<file path="config.mk">
export PLATFORM = sky130hd
export DESIGN_NAME = uart_rx_buf
export DESIGN_NICKNAME = d
export VERILOG_FILES = /design/src/rtl/uart_rx_buf_pkg.sv /design/src/rtl/sync_fifo.sv /design/src/rtl/uart_rx_buf.sv
export SDC_FILE = /design/constraint.sdc
export NUM_CORES = 1
export LEC_CHECK = 0
export BUFFER_PORTS_ARGS = -buffer_cell sky130_fd_sc_hd__buf_2
export CAP_MARGIN = 20
export CORE_MARGIN = 1
export CORE_UTILIZATION = 35
export CTS_BUF_LIST = sky130_fd_sc_hd__clkbuf_4 sky130_fd_sc_hd__clkbuf_8
export CTS_CLUSTER_DIAMETER = 100
export DETAILED_ROUTE_END_ITERATION = 6
export GPL_ROUTABILITY_DRIVEN = 0
export PLACE_DENSITY = 0.6
export SYNTH_ARGS = -nofsm -noshare
export SYNTH_HDL_FRONTEND = slang
export SYNTH_SLANG_ARGS = --single-unit
</file>
<file path="constraint.sdc">
create_clock -name clk -period 2.1 [get_ports clk]
set_input_delay 0.315 -clock clk [delete_from_list [all_inputs] [get_ports clk]]
set_output_delay 0.315 -clock clk [all_outputs]
set_load 0.05 [all_outputs]
</file>
<file path="src/rtl/uart_rx_buf_pkg.sv">
// rtl/uart_rx_buf_pkg.sv - shared UART constants and baud divider helper
package uart_rx_buf_pkg;

    localparam int unsigned OVERSAMPLE = 16;

    // Clocks per oversample tick; truncates and never returns less than 1.
    function automatic int unsigned calc_div(input int unsigned clk_freq,
                                             input int unsigned baud);
        int unsigned d;
        d = clk_freq / (OVERSAMPLE * baud);
        return (d < 1) ? 1 : d;
    endfunction

endpackage

</file>
<file path="src/rtl/sync_fifo.sv">
// rtl/sync_fifo.sv - synchronous first-word-fall-through FIFO with level output
module sync_fifo #(
    parameter int WIDTH = 8,
    parameter int DEPTH = 16
) (
    input  logic                     clk_i,
    input  logic                     rst_i,
    input  logic                     push_i,
    input  logic [WIDTH-1:0]         push_data_i,
    input  logic                     pop_i,
    output logic [WIDTH-1:0]         pop_data_o,
    output logic                     full_o,
    output logic                     empty_o,
    output logic [$clog2(DEPTH):0]   level_o
);

    localparam int AW = $clog2(DEPTH);

    logic [WIDTH-1:0] mem_q [DEPTH];
    logic [AW:0]      wptr_q, wptr_d;
    logic [AW:0]      rptr_q, rptr_d;
    logic             do_push;
    logic             do_pop;

    assign empty_o = (wptr_q == rptr_q);
    assign full_o  = (wptr_q[AW] != rptr_q[AW]) && (wptr_q[AW-1:0] == rptr_q[AW-1:0]);
    assign level_o = wptr_q - rptr_q;

    // A pop frees the head slot this cycle, so a push into a full queue is still legal.
    assign do_pop  = pop_i && !empty_o;
    assign do_push = push_i && (!full_o || do_pop);

    always_comb begin
        wptr_d = wptr_q;
        rptr_d = rptr_q;
        if (do_push) wptr_d = wptr_q + (AW+1)'(1);
        if (do_pop)  rptr_d = rptr_q + (AW+1)'(1);
    end

    always_ff @(posedge clk_i) begin
        if (rst_i) begin
            wptr_q <= '0;
            rptr_q <= '0;
        end else begin
            wptr_q <= wptr_d;
            rptr_q <= rptr_d;
        end
    end

    always_ff @(posedge clk_i) begin
        if (do_push) mem_q[wptr_q[AW-1:0]] <= push_data_i;
    end

    assign pop_data_o = empty_o ? '0 : mem_q[rptr_q[AW-1:0]];

endmodule

</file>
<file path="src/rtl/uart_rx_buf.sv">
// rtl/uart_rx_buf.sv - 16x oversampled 8N1 UART receiver with FWFT receive queue
module uart_rx_buf
    import uart_rx_buf_pkg::*;
#(
    parameter int unsigned CLK_FREQ   = 100000000,
    parameter int unsigned BAUD       = 115200,
    parameter int unsigned FIFO_DEPTH = 16
) (
    input  logic                          clk,
    input  logic                          rst,
    input  logic                          rxd,
    output logic [7:0]                    rd_data,
    output logic                          rd_valid,
    input  logic                          rd_ready,
    output logic [$clog2(FIFO_DEPTH):0]   level,
    output logic                          frame_err,
    output logic                          overrun
);

    localparam int unsigned DIV = calc_div(CLK_FREQ, BAUD);
    localparam int unsigned DCW = (DIV > 1) ? $clog2(DIV) : 1;
    localparam logic [DCW-1:0] DIV_LAST = DCW'(DIV - 1);

    localparam logic [1:0] S_IDLE  = 2'd0;
    localparam logic [1:0] S_START = 2'd1;
    localparam logic [1:0] S_DATA  = 2'd2;
    localparam logic [1:0] S_STOP  = 2'd3;

    logic           rxd_m_q, rxd_s_q;
    logic [DCW-1:0] div_q, div_d;
    logic [1:0]     state_q, state_d;
    logic [3:0]     sc_q, sc_d;
    logic [2:0]     bi_q, bi_d;
    logic [7:0]     shift_q, shift_d;
    logic           armed_q, armed_d;
    logic           frame_err_q, frame_err_d;
    logic           overrun_q, overrun_d;
    logic           tick, start_det, push, pop, fifo_full, fifo_empty;

    assign tick      = (div_q == DIV_LAST);
    assign start_det = (state_q == S_IDLE) && armed_q && !rxd_s_q;
    assign pop       = rd_valid && rd_ready;

    always_comb begin
        div_d       = (start_det || tick) ? '0 : div_q + DCW'(1);
        state_d     = state_q;
        sc_d        = sc_q;
        bi_d        = bi_q;
        shift_d     = shift_q;
        armed_d     = armed_q;
        frame_err_d = 1'b0;
        push        = 1'b0;
        case (state_q)
            S_IDLE: begin
                if (rxd_s_q) armed_d = 1'b1;
                if (start_det) begin
                    state_d = S_START;
                    sc_d    = 4'd0;
                end
            end
            S_START: begin
                if (tick) begin
                    sc_d = sc_q + 4'd1;
                    if (sc_q == 4'd7) begin
                        sc_d    = 4'd0;
                        bi_d    = 3'd0;
                        state_d = rxd_s_q ? S_IDLE : S_DATA;
                    end
                end
            end
            S_DATA: begin
                if (tick) begin
                    sc_d = sc_q + 4'd1;
                    if (sc_q == 4'd15) begin
                        shift_d = {rxd_s_q, shift_q[7:1]};
                        if (bi_q == 3'd7) state_d = S_STOP;
                        else              bi_d    = bi_q + 3'd1;
                    end
                end
            end
            default: begin
                if (tick) begin
                    sc_d = sc_q + 4'd1;
                    if (sc_q == 4'd15) begin
                        state_d = S_IDLE;
                        if (rxd_s_q) begin
                            push = 1'b1;
                        end else begin
                            frame_err_d = 1'b1;
                            armed_d     = 1'b0;
                        end
                    end
                end
            end
        endcase
        overrun_d = push && fifo_full && !pop;
    end

    always_ff @(posedge clk) begin
        if (rst) begin
            rxd_m_q     <= 1'b1;
            rxd_s_q     <= 1'b1;
            div_q       <= '0;
            state_q     <= S_IDLE;
            sc_q        <= 4'd0;
            bi_q        <= 3'd0;
            shift_q     <= 8'd0;
            armed_q     <= 1'b0;
            frame_err_q <= 1'b0;
            overrun_q   <= 1'b0;
        end else begin
            rxd_m_q     <= rxd;
            rxd_s_q     <= rxd_m_q;
            div_q       <= div_d;
            state_q     <= state_d;
            sc_q        <= sc_d;
            bi_q        <= bi_d;
            shift_q     <= shift_d;
            armed_q     <= armed_d;
            frame_err_q <= frame_err_d;
            overrun_q   <= overrun_d;
        end
    end

    sync_fifo #(
        .WIDTH (8),
        .DEPTH (FIFO_DEPTH)
    ) u_fifo (
        .clk_i       (clk),
        .rst_i       (rst),
        .push_i      (push),
        .push_data_i (shift_q),
        .pop_i       (pop),
        .pop_data_o  (rd_data),
        .full_o      (fifo_full),
        .empty_o     (fifo_empty),
        .level_o     (level)
    );

    assign rd_valid  = !fifo_empty;
    assign frame_err = frame_err_q;
    assign overrun   = overrun_q;

endmodule
</file>
# Word level (Yosys, flattened, before mapping)

Memories as Yosys holds them, arrays and structs flattened. A register that Yosys moved wholly into a read port is not among the register bits.
Index checks and enable logic that the tools add are counted.
Widths: inputs -> output; s select.

Register bits after elaboration: 38
Bits in latches: 0
Bits in writable memories: 128
ROM bits: 0
Output and inout port bits: 16
Memories: 1

Memories:

| name         | depth | width | read ports | clocked after memory_dff | wr ports | line            | RTL |
|---|---|---|---|---|---|---|---|
| u_fifo.mem_q | 16    | 8     | 1          | 1                        | 1        | sync_fifo.sv:19 | `logic [WIDTH-1:0] mem_q [DEPTH];` |

$add $sub $neg: 6
Multiply operators: 0
Div/mod/pow operators: 0
Order comparisons: 0
Equal/unequal tests: 18
Shift operators: 0
Muxes and demuxes: 36
Bitwise gates (word level): 3
Reduce and logical (&&, ||, !) cells: 28

Operators with widths:

| kind                | count |
|---|---|
| $mux 4              | 6 |
| $mux 2              | 9 |
| $ne 2x2->1 const B  | 8 |
| $mux 3              | 5 |
| $mux 1              | 11 |
| $add 5x1->5 const B | 2 |
| $logic_and 1x1->1   | 8 |
| $mux 8              | 1 |
| $pmux 4 s2          | 1 |
| $reduce_and 8->1    | 1 |
| $add 6x1->6 const B | 1 |
| $eq 6x6->1 const B  | 1 |
| $pmux 2 s3          | 1 |
| $pmux 3 s2          | 1 |
| $reduce_and 3->1    | 2 |
| $reduce_and 6->1    | 1 |
| $reduce_bool 2->1   | 3 |
| $reduce_or 6->1     | 1 |
| $eq 5x5->1          | 1 |
| $reduce_and 5->1    | 1 |
| $sub 5x5->5         | 1 |
| $add 4x1->4 const B | 1 |
| $eq 4x3->1 const B  | 1 |
| $eq 4x4->1          | 1 |
| other kinds (15)    | 22 |

# Longest topological paths before layout

Gate-level depths: netlist of the first run.

Depth in word-level cells: 8
Mapped depth: 8
Gate-level depth less buffers: 7

# Cells and area by module

From an unflattened synthesis of the first run, not the netlist that was laid out.

Cell total of the unflattened synthesis: 456
Area, all modules: 7228.2 sq um

Modules (own cells, without submodules):

| module      | instances | cells an instance | area an instance (sq um) |
|---|---|---|---|
| sync_fifo   | 1         | 305               | 5810.6 |
| uart_rx_buf | 1         | 151               | 1417.6 |

# Least setup slack after synthesis of the first run

Ideal clock, no wire load.

Kind: register to output
Start point: register u_fifo.rptr_q[2]
End point: output rd_data[0]
Data arrival time: 2429 ps
Required time: 1785 ps
Path slack: -644 ps
Cell stages (with the launch flop): 7
Path buffers: 0
Cells stage by stage: dfxtp_1 inv_1 ha_1 and4_1 nand2_1 nand2_1 o22ai_1

Longest elaborated chain between the ends: 2

RTL lines:

| what                     | line              | RTL |
|---|---|---|
| start: declaration       | sync_fifo.sv:21   | `logic [AW:0] rptr_q, rptr_d;` |
| start signal: assignment | sync_fifo.sv:46   | `rptr_q <= rptr_d;` |
| $eq 5x5->1               | sync_fifo.sv:25   | `assign empty_o = (wptr_q == rptr_q);` |
| $mux 8                   | sync_fifo.sv:54   | `assign pop_data_o = empty_o ? '0 : mem_q[rptr_q[AW-1:0]];` |
| end: declaration         | uart_rx_buf.sv:12 | `output logic [7:0] rd_data,` |

No other way between the ends.

==> flow_summary.ini, run 1 <==
[sta]
max_freq_mhz = 414.1
slew_violations = 0
setup_violations = 11
relSlewSlack = 0.5396
rsz0062_at_grt = true
hold_viol = 0
clock_skew_ns = 0.01448
tightest_slew_ns = 0.6896
finalCritPeriodShare = 1.150
worst_slack_ns = -0.3148
layout_min_cycle_time_ns = 2.415

[placed_design]
dpl.cell_count = 782
hpwl_um = 10100
postPlaceCellArea_sq_um = 8249
dp_slack_ns = -0.005155
port_buffers = 19

[critical_path]
r2r_slack_ns = 0.06
worst-path-max-fanout = 9
critPathKind = reg -> out
start_kind = flip-flop
worstPathRequired_ns = 1.78
arrival_ns = 2.10
end_kind = output pin

[floorplan]
start_util = 0.3608
io_pins = 20
die_h_um = 144.6
dieArea_sq_um = 20900
coreArea_sq_um = 19720
die_width_um = 144.6
rows = 51

[power]
power_density_nw_per_um2 = 711.3
leakage_nw = 2.977
ir_worst_vdd_v = 0.0004481

[logic_synthesis]
synth_top_family_by_area = multiplexers
yosysSeqAreaShare = 0.6585
netlist_instances = 459
yosysUniqueCellTypes = 54
synthMuxAreaShare = 0.1284
yosys.area.top_type_share = 0.5403
synth-compound-area-share = 0.05593
ys_ff_latch = 170
ys_warn_count = 0
syn_nets = 482
synth_edf_count = 128
synth_area_leaders = edfxtp_1, dfxtp_1, mux4_2
avgSynthCellArea_sq_um = 15.50
synth_area_sq_um = 7114
synth_ff_type = edfxtp_1
synth_adder_area_share = 0.03447
async_flop_share = 0
synthSimpleGateAreaFrac = 0.09110
synth-xor-area-share = 0.01354
yosys.area.top_type = edfxtp_1

[drt]
wl_per_cell_um = 18.51
dr.pass1.iters = 4
drtIter0Drc = 229
ant_nets = 0
vias = 4204
wl_um = 15160
via_per_inst = 5.133
drcViolationCount = 0

[cts]
cts.sinks = 170
cts_tree = yes
insertion_delay_ns = 0.46
root_buffer = clkbuf_8
clk_pin_slew_ns = 0.09
max-clock-path-buffers = 2
cts-buffers-inserted = 17
htree_levels = 4

[cells_and_area]
multi_input_area_sq_um = 2701
area_growth_syn_to_layout_pct = 26.10
antenna_cells = 0
design_area_sq_um = 8971
final_nets = 564
finalNonFillerCells = 819
drive_above_1_share = 0.3845
nFillCells = 1717
final-seq-area_sq_um = 4700

[run]
drv_cap = 0

[global_routing]
grt_max_degree = 35
track_usage = 0.1556
grt_pass1_wl_um = 23260
grt_overflow_total = 0
grt_antenna_before_repair = 0
grt_pass1_vias = 4213

[outcome]
violations = negative setup slack
status = finished, violations left

[worst_hold_path]
hp-class = in -> reg
worst max-delay path, stage by stage, from the launching register on:
cell	delay, ns
dfxtp_4	0.41
buf_12	0.15
mux4_2	0.55
mux2i_1	0.15
buf_4	0.14
o22ai_4	0.07
buf_6	0.16
stage by stage:
step | setup TNS [ns] | hold WS [ns] | power (W) | utilization
global route | -3.850 | 0.1774 | 0.006639 | 0.4550
CTS | -3.124 | 0.002784 | 0.006349 | 0.4461
floorplan | -1.668 | 0.3895 | 0.004003 | -
global placement | 0 | 0.4014 | 0.004109 | 0.4184
detailed placement | -0.03541 | 0.4195 | 0.004138 | 0.4184
finish | -2.620 | 0.2039 | 0.006381 | 0.4550
worst paths after layout:
path,startpoint,to,depth (start not counted)
setup / recovery,flip-flop,rd_data[5],6
setup reg to reg,u_fifo.rptr_q[3],u_fifo.mem_q[14][3],8
hold / removal,rd_ready,overrun,4
hold reg to reg,rxd_m_q,rxd_s_q,1
layout by cell type, fill, tap and decap left out, types with 6 or more instances in the layout:
master,instances
a21oi_1,24
and3_4,16
buf_12,13
buf_2,6
buf_4,45
buf_6,13
clkbuf_8,17
dfxtp_1,34
dfxtp_2,6
edfxtp_1,128
ha_1,13
inv_1,12
mux2i_1,12
mux4_2,32
nand2_1,15
nand3_1,21
nor2_1,14
o21ai_0,6
o22ai_4,8
flip-flops by register name, summed over array words and instances (netlist names), named ones only:
register,count
armed_q,1
bi_q,3
div_q,6
frame_err,1
overrun,1
rxd_m_q,1
rxd_s_q,1
sc_q,4
shift_q,8
state_q,2
u_fifo.mem_q,128
u_fifo.rptr_q,5
u_fifo.wptr_q,5
where the power goes:
| part | leakage (nW) | total [W] | internal (W) | switching [W] |
|---|---|---|---|---|
| combinational | 1.25 | 0.000533 | 0.000269 | 0.000264 |
| sequential | 1.53 | 0.00363 | 0.00360 | 0.0000335 |
| clock | 0.199 | 0.00222 | 0.000977 | 0.00124 |
| total | 2.98 | 0.00638 | 0.00484 | 0.00154 |
synthesized netlist by cell type (4+ instances only):
master    number
nand2b_1       5
o22ai_1        8
nand3_1       21
xor2_1         4
or4_1          4
o31ai_1        5
buf_2          4
inv_1         17
mux2i_1       17
dfxtp_1       42
edfxtp_1     128
mux4_2        32
or3_1          5
and3_1        16
nand2_1       17
xnor2_1        7
a21oi_1       26
clkbuf_1       9
ha_1          18
nor2_1        15
o21ai_0        7
metal layers:
layer,track usage,vias up,share of wire
met5,0,-,0
met4,0.04820,0,0.011
met3,0.03775,14,0.037
met2,0.2546,82,0.49
met1,0.2034,2146,0.46
li1,-,1962,-
layout make-up:
class	instances	share of cell area
sequential	170	0.5238
clock buffer	18	0.02692
timing repair buffer	79	0.08912
multi-input combinational	256	0.3011
inverter	17	0.007113
tap	265	0.03696
clock inverter	14	0.01492
cell families (layout without fill, tap and decap cells):
logic type	Yosys count	after routing
DFF	170	170
and+or+nand+nor	112	112
AOI/OAI and AO/OA	63	63
muxes	51	51
buffers and inverters	33	128
adders and majority gates	19	19
xor gates and xnor gates	11	11
what timing repair did:
action	CTS	global route
setup endpoints to repair	28	109
cloned	0	0
pin swaps	6	3
hold buffers	0	1
endpoints found under the hold margin	0	1
setup buffers	1	3
resized for setup	47	38
Note: power is estimated with default switching activity, not from simulation.
==> inputs of run 2 (changes only) <==
--- a/config.mk
+++ b/config.mk
@@ -13,7 +13,7 @@
 export CTS_CLUSTER_DIAMETER = 100
 export DETAILED_ROUTE_END_ITERATION = 6
 export GPL_ROUTABILITY_DRIVEN = 0
-export PLACE_DENSITY = 0.6
+export PLACE_DENSITY = 0.57
 export SYNTH_ARGS = -nofsm -noshare
 export SYNTH_HDL_FRONTEND = slang
 export SYNTH_SLANG_ARGS = --single-unit
==> constraint.sdc (replaced) <==
create_clock -name clk -period 2.5 [get_ports clk]
set_input_delay 0.375 -clock clk [delete_from_list [all_inputs] [get_ports clk]]
set_output_delay 0.375 -clock clk [all_outputs]
set_load 0.05 [all_outputs]
==> flow_summary.ini, run 2 (synthesis results as in run 1) <==
[drt]
drcViolationCount = 0
via_per_inst = 5.179
wl_um = 15440
wl_per_cell_um = 19.43
vias = 4117
drtIter0Drc = 267
dr.pass1.iters = 4
ant_nets = 0

[cells_and_area]
final_nets = 541
largest_register_ffs = 128
area_growth_syn_to_layout_pct = 21.44
final_common_cell = edfxtp_1
design_area_sq_um = 8640
drive_above_1_share = 0.3132
finalNonFillerCells = 795
final_cell_mix = edfxtp_1, dfxtp_1, mux4_2
antenna_cells = 0
nFillCells = 1733

[critical_path]
r2r_end = state_q[0]
arrival_ns = 2.16
r2r_cells = 6
crit_end = rd_data[7]
r2r_slack_ns = 0.24
worstPathRequired_ns = 2.12
worst-path-max-fanout = 5
end_kind = output pin
critPathKind = reg -> out
rr_startpoint = state_q[0]
start_kind = flip-flop

[worst_hold_path]
hp-class = in -> reg

[sta]
timing.hold.ws_ns = 0.1047
worst_slack_ns = -0.03245
rsz0062_at_grt = true
relSlewSlack = 0.4908
finalCritPeriodShare = 1.013
layout_min_cycle_time_ns = 2.532
tightest_slew_ns = 0.7627
setup_violations = 7
hold_viol = 0
clock_skew_ns = 0.01729
slew_violations = 0
max_freq_mhz = 394.9

[cts]
htree_levels = 4
clk_pin_slew_ns = 0.08
cts-buffers-inserted = 17
max-clock-path-buffers = 2
cts-hold-fix-buffers = 0
cts.sinks = 170
insertion_delay_ns = 0.46
cts_tree = yes
root_buffer = clkbuf_8

[floorplan]
dieArea_sq_um = 20900
die_h_um = 144.6
die_width_um = 144.6
io_pins = 20
coreArea_sq_um = 19720
rows = 51
start_util = 0.3608

[outcome]
status = finished, violations left
violations = negative setup slack

[power]
ir_worst_vdd_v = 0.0003954
power_density_nw_per_um2 = 618.2
leakage_nw = 2.882

[placed_design]
dpl.cell_count = 757
port_buffers = 19
hpwl_um = 9930
postPlaceCellArea_sq_um = 7843

[global_routing]
grt_pass1_vias = 4265
grt_antenna_before_repair = 0
grt_max_degree = 35
grt_overflow_total = 0
track_usage = 0.1645
grt_pass1_wl_um = 24770

[run]
drv_cap = 0
## run 2: cell count changes in the layout (fill, tap and decap cells not counted), moves of 5 or more
cell / previous run / this run
and3_1: 0 / 16
mux2i_1: 12 / 5
buf_6: 13 / 8
and3_4: 16 / 0
mux2i_4: 1 / 9
buf_4: 45 / 30
buf_12: 13 / 4
## run 2: worst min-delay path by stage
stage               depth (start not counted)  slack (ns)      end     from
finish                                      2        0.10  rxd_m_q      rxd
global route                                2        0.09  rxd_m_q      rxd
detailed placement                          1        0.40  rxd_s_q  rxd_m_q
global placement                            1        0.39  rxd_s_q  rxd_m_q
CTS                                         2        0.08  rxd_m_q      rxd
floorplan                                   1        0.39  rxd_s_q  rxd_m_q
## run 2: through the flow
step | setup TNS [ns] | total power, W | util | setup slack [ns]
after CTS | -0.3837 | 0.005380 | 0.4363 | -0.06362
final | -0.1621 | 0.005341 | 0.4382 | -0.03245
after detailed placement | 0 | 0.003446 | 0.3977 | 0.02987
after floorplan | 0 | 0.003353 | - | 0.02574
after global routing | -0.7992 | 0.005542 | 0.4382 | -0.1127
after global placement | 0 | 0.003432 | 0.3977 | 0.03777
## run 2: metal layers
metal / GRT usage / routed length [um] / vias to the layer above
li1: - / - / 1916
met1: 0.2296 / 7396 / 2088
met2: 0.2500 / 7127 / 92
met3: 0.03411 / 629 / 21
met4: 0.06537 / 289 / 0
met5: 0 / 0 / -
## run 2: worst max-delay path, stage by stage, from the launching register on
cell	delay [ns]
dfxtp_4	0.42
buf_4	0.15
buf_16	0.13
mux4_2	0.52
mux2i_4	0.21
o22ai_4	0.10
buf_6	0.16
## run 2: what timing repair did
action / CTS / global route
setup buffers: 4 / 0
setup endpoints to repair: 9 / 138
cloned: 3 / 0
gates resized for setup: 58 / 9
pin swaps: 5 / 0
## run 2: layout make-up
class,count,area (sq um),share of cell area
Clock buffer,19,249.0,0.02882
Sequential cell,170,4696,0.5435
Timing Repair Buffer,56,543.0,0.06285
Inverter,17,63.81,0.007386
Clock inverter,12,138.9,0.01608
Multi-Input combinational cell,256,2618,0.3030
Tap cell,265,331.6,0.03838
## run 2: where the power goes
part | internal, W | switching [W] | leakage, nW | total, W
Clock | 0.000920 | 0.00103 | 0.195 | 0.00195
Combinational | 0.000159 | 0.000190 | 1.16 | 0.000349
Sequential | 0.00302 | 0.0000260 | 1.53 | 0.00304
Total | 0.00410 | 0.00125 | 2.88 | 0.00534
==> inputs of run 3 (changes only) <==
--- a/config.mk
+++ b/config.mk
@@ -8,12 +8,13 @@
 export BUFFER_PORTS_ARGS = -buffer_cell sky130_fd_sc_hd__buf_2
 export CAP_MARGIN = 20
 export CORE_MARGIN = 1
-export CORE_UTILIZATION = 35
+export CORE_UTILIZATION = 30
 export CTS_BUF_LIST = sky130_fd_sc_hd__clkbuf_4 sky130_fd_sc_hd__clkbuf_8
 export CTS_CLUSTER_DIAMETER = 100
 export DETAILED_ROUTE_END_ITERATION = 6
 export GPL_ROUTABILITY_DRIVEN = 0
-export PLACE_DENSITY = 0.57
+export PLACE_DENSITY = 0.51
+export SLEW_MARGIN = 40
 export SYNTH_ARGS = -nofsm -noshare
 export SYNTH_HDL_FRONTEND = slang
 export SYNTH_SLANG_ARGS = --single-unit
==> flow_summary.ini, run 3 (synthesis results as in run 1) <==
[outcome]
status = finished, violations left
violations = negative setup slack

[cells_and_area]
largest_register_ffs = 128
final-seq-area_sq_um = 4695
multi_input_area_sq_um = 2616
drive_above_1_share = 0.3321
antenna_cells = 0
finalNonFillerCells = 843
final_common_cell = edfxtp_1
final_cell_mix = edfxtp_1, dfxtp_1, mux4_2
final_nets = 540
final_core_util = 0.3791
nFillCells = 2122
area_growth_syn_to_layout_pct = 22.11

[worst_hold_path]
hp-class = in -> reg

[drt]
vias = 4195
wl_um = 15540
drcViolationCount = 0
drtIter0Drc = 257
via_per_inst = 4.976
dr.pass1.iters = 4
ant_nets = 0
wl_per_cell_um = 18.43

[placed_design]
hpwl_um = 10260
dpl.cell_count = 803
port_buffers = 19
dp_slack_ns = 0.02886

[global_routing]
track_usage = 0.1403
grt_antenna_before_repair = 0
grt_overflow_total = 0
grt_max_degree = 35
grt_pass1_wl_um = 25100
grt_pass1_vias = 4337

[sta]
rsz0062_at_grt = true
hold_viol = 0
slew_violations = 0
worst_slack_ns = -0.01872
layout_min_cycle_time_ns = 2.519
clock_skew_ns = 0.02067
relSlewSlack = 0.4445
max_freq_mhz = 397.0
tightest_slew_ns = 0.8321
finalCritPeriodShare = 1.007
setup_violations = 2

[critical_path]
r2r_cells = 6
critPathKind = reg -> out
cp_slowest_cell = mux4_2
critPathBufInv = 2
rr_startpoint = state_q[0]
arrival_ns = 2.14
crit_end = rd_data[4]
cp_top_family = multiplexers
start_kind = flip-flop
crit_cells = 5
end_kind = output pin
path_cells = buf_8, mux4_2, mux2i_4, o22ai_4, buf_6
r2r_end = state_q[0]
worst-path-max-fanout = 6
worstPathRequired_ns = 2.12
r2r_slack_ns = 0.13
max_stage_delay_ns = 0.57

[run]
drv_cap = 0

[cts]
cts_tree = yes
clk_pin_slew_ns = 0.09
cts.sinks = 170
root_buffer = clkbuf_8
max-clock-path-buffers = 2
cts-buffers-inserted = 17
htree_levels = 4
cts-hold-fix-buffers = 0
insertion_delay_ns = 0.47

[power]
ir_worst_vdd_v = 0.0003174
leakage_nw = 2.870
power_density_nw_per_um2 = 609.4

[floorplan]
rows = 55
die_width_um = 156.0
start_util = 0.3105
io_pins = 20
coreArea_sq_um = 22920
dieArea_sq_um = 24330
die_h_um = 156.0
[run 3: through the flow]
stage / power (W) / setup TNS [ns] / instance area, sq um / hold slack [ns]
2_1_floorplan: 0.003353 / 0 / 7231 / 0.3895
3_3_place_gp: 0.003426 / 0 / 7888 / 0.4020
3_5_place_dp: 0.003437 / 0 / 7888 / 0.4160
4_1_cts: 0.005335 / -0.4458 / 8630 / 0.06099
5_1_grt: 0.005508 / -0.8567 / 8687 / 0.05651
6_report: 0.005294 / -0.02114 / 8687 / 0.09293
[run 3: cell type report]
cell class	count	area share
Sequential cell	170	0.5404
Multi-Input combinational cell	256	0.3012
Timing Repair Buffer	55	0.05833
Tap cell	313	0.04508
Clock buffer	17	0.02693
Clock inverter	15	0.02031
Inverter	17	0.007778
[run 3: worst reg2reg max path: cells and delay by family, from the launching register on]
| family | cells | cell delay, ns |
|---|---|---|
| AOI/OAI and AO/OA | 2 | 0.58 |
| and+or+nand+nor | 1 | 0.51 |
| muxes | 1 | 0.39 |
| DFF | 1 | 0.38 |
| adders and majority gates | 1 | 0.32 |
| buffers and inverters | 1 | 0.10 |
[run 3: worst min path at each step]
stage | end | startpoint | slack (ns) | cells past startpoint
floorplan | rxd_s_q | rxd_m_q | 0.39 | 1
global placement | rxd_s_q | rxd_m_q | 0.40 | 1
detailed placement | rxd_s_q | rxd_m_q | 0.42 | 1
CTS | rxd_m_q | rxd | 0.06 | 2
global route | rxd_m_q | rxd | 0.06 | 2
finish | rxd_m_q | rxd | 0.09 | 2
[run 3: repair_timing]
action | CTS | global route
pin swaps | 2 | 6
endpoints found under the setup margin | 11 | 66
cloned | 2 | 0
gates resized for setup | 60 | 15
setup buffers | 3 | 3
[run 3: layer usage]
layer,global-route usage,share of wire,up-vias
met4,0.05182,0.019,0
met1,0.1887,0.47,2165
met5,0,0,-
met3,0.03361,0.038,21
met2,0.2196,0.47,82
li1,-,-,1927
[run 3: power breakdown]
part	leakage, nW	switching [W]	total, W	internal, W
Sequential	1.53	0.0000240	0.00304	0.00302
Combinational	1.14	0.000180	0.000328	0.000148
Clock	0.198	0.00116	0.00192	0.000761
Total	2.87	0.00137	0.00529	0.00393
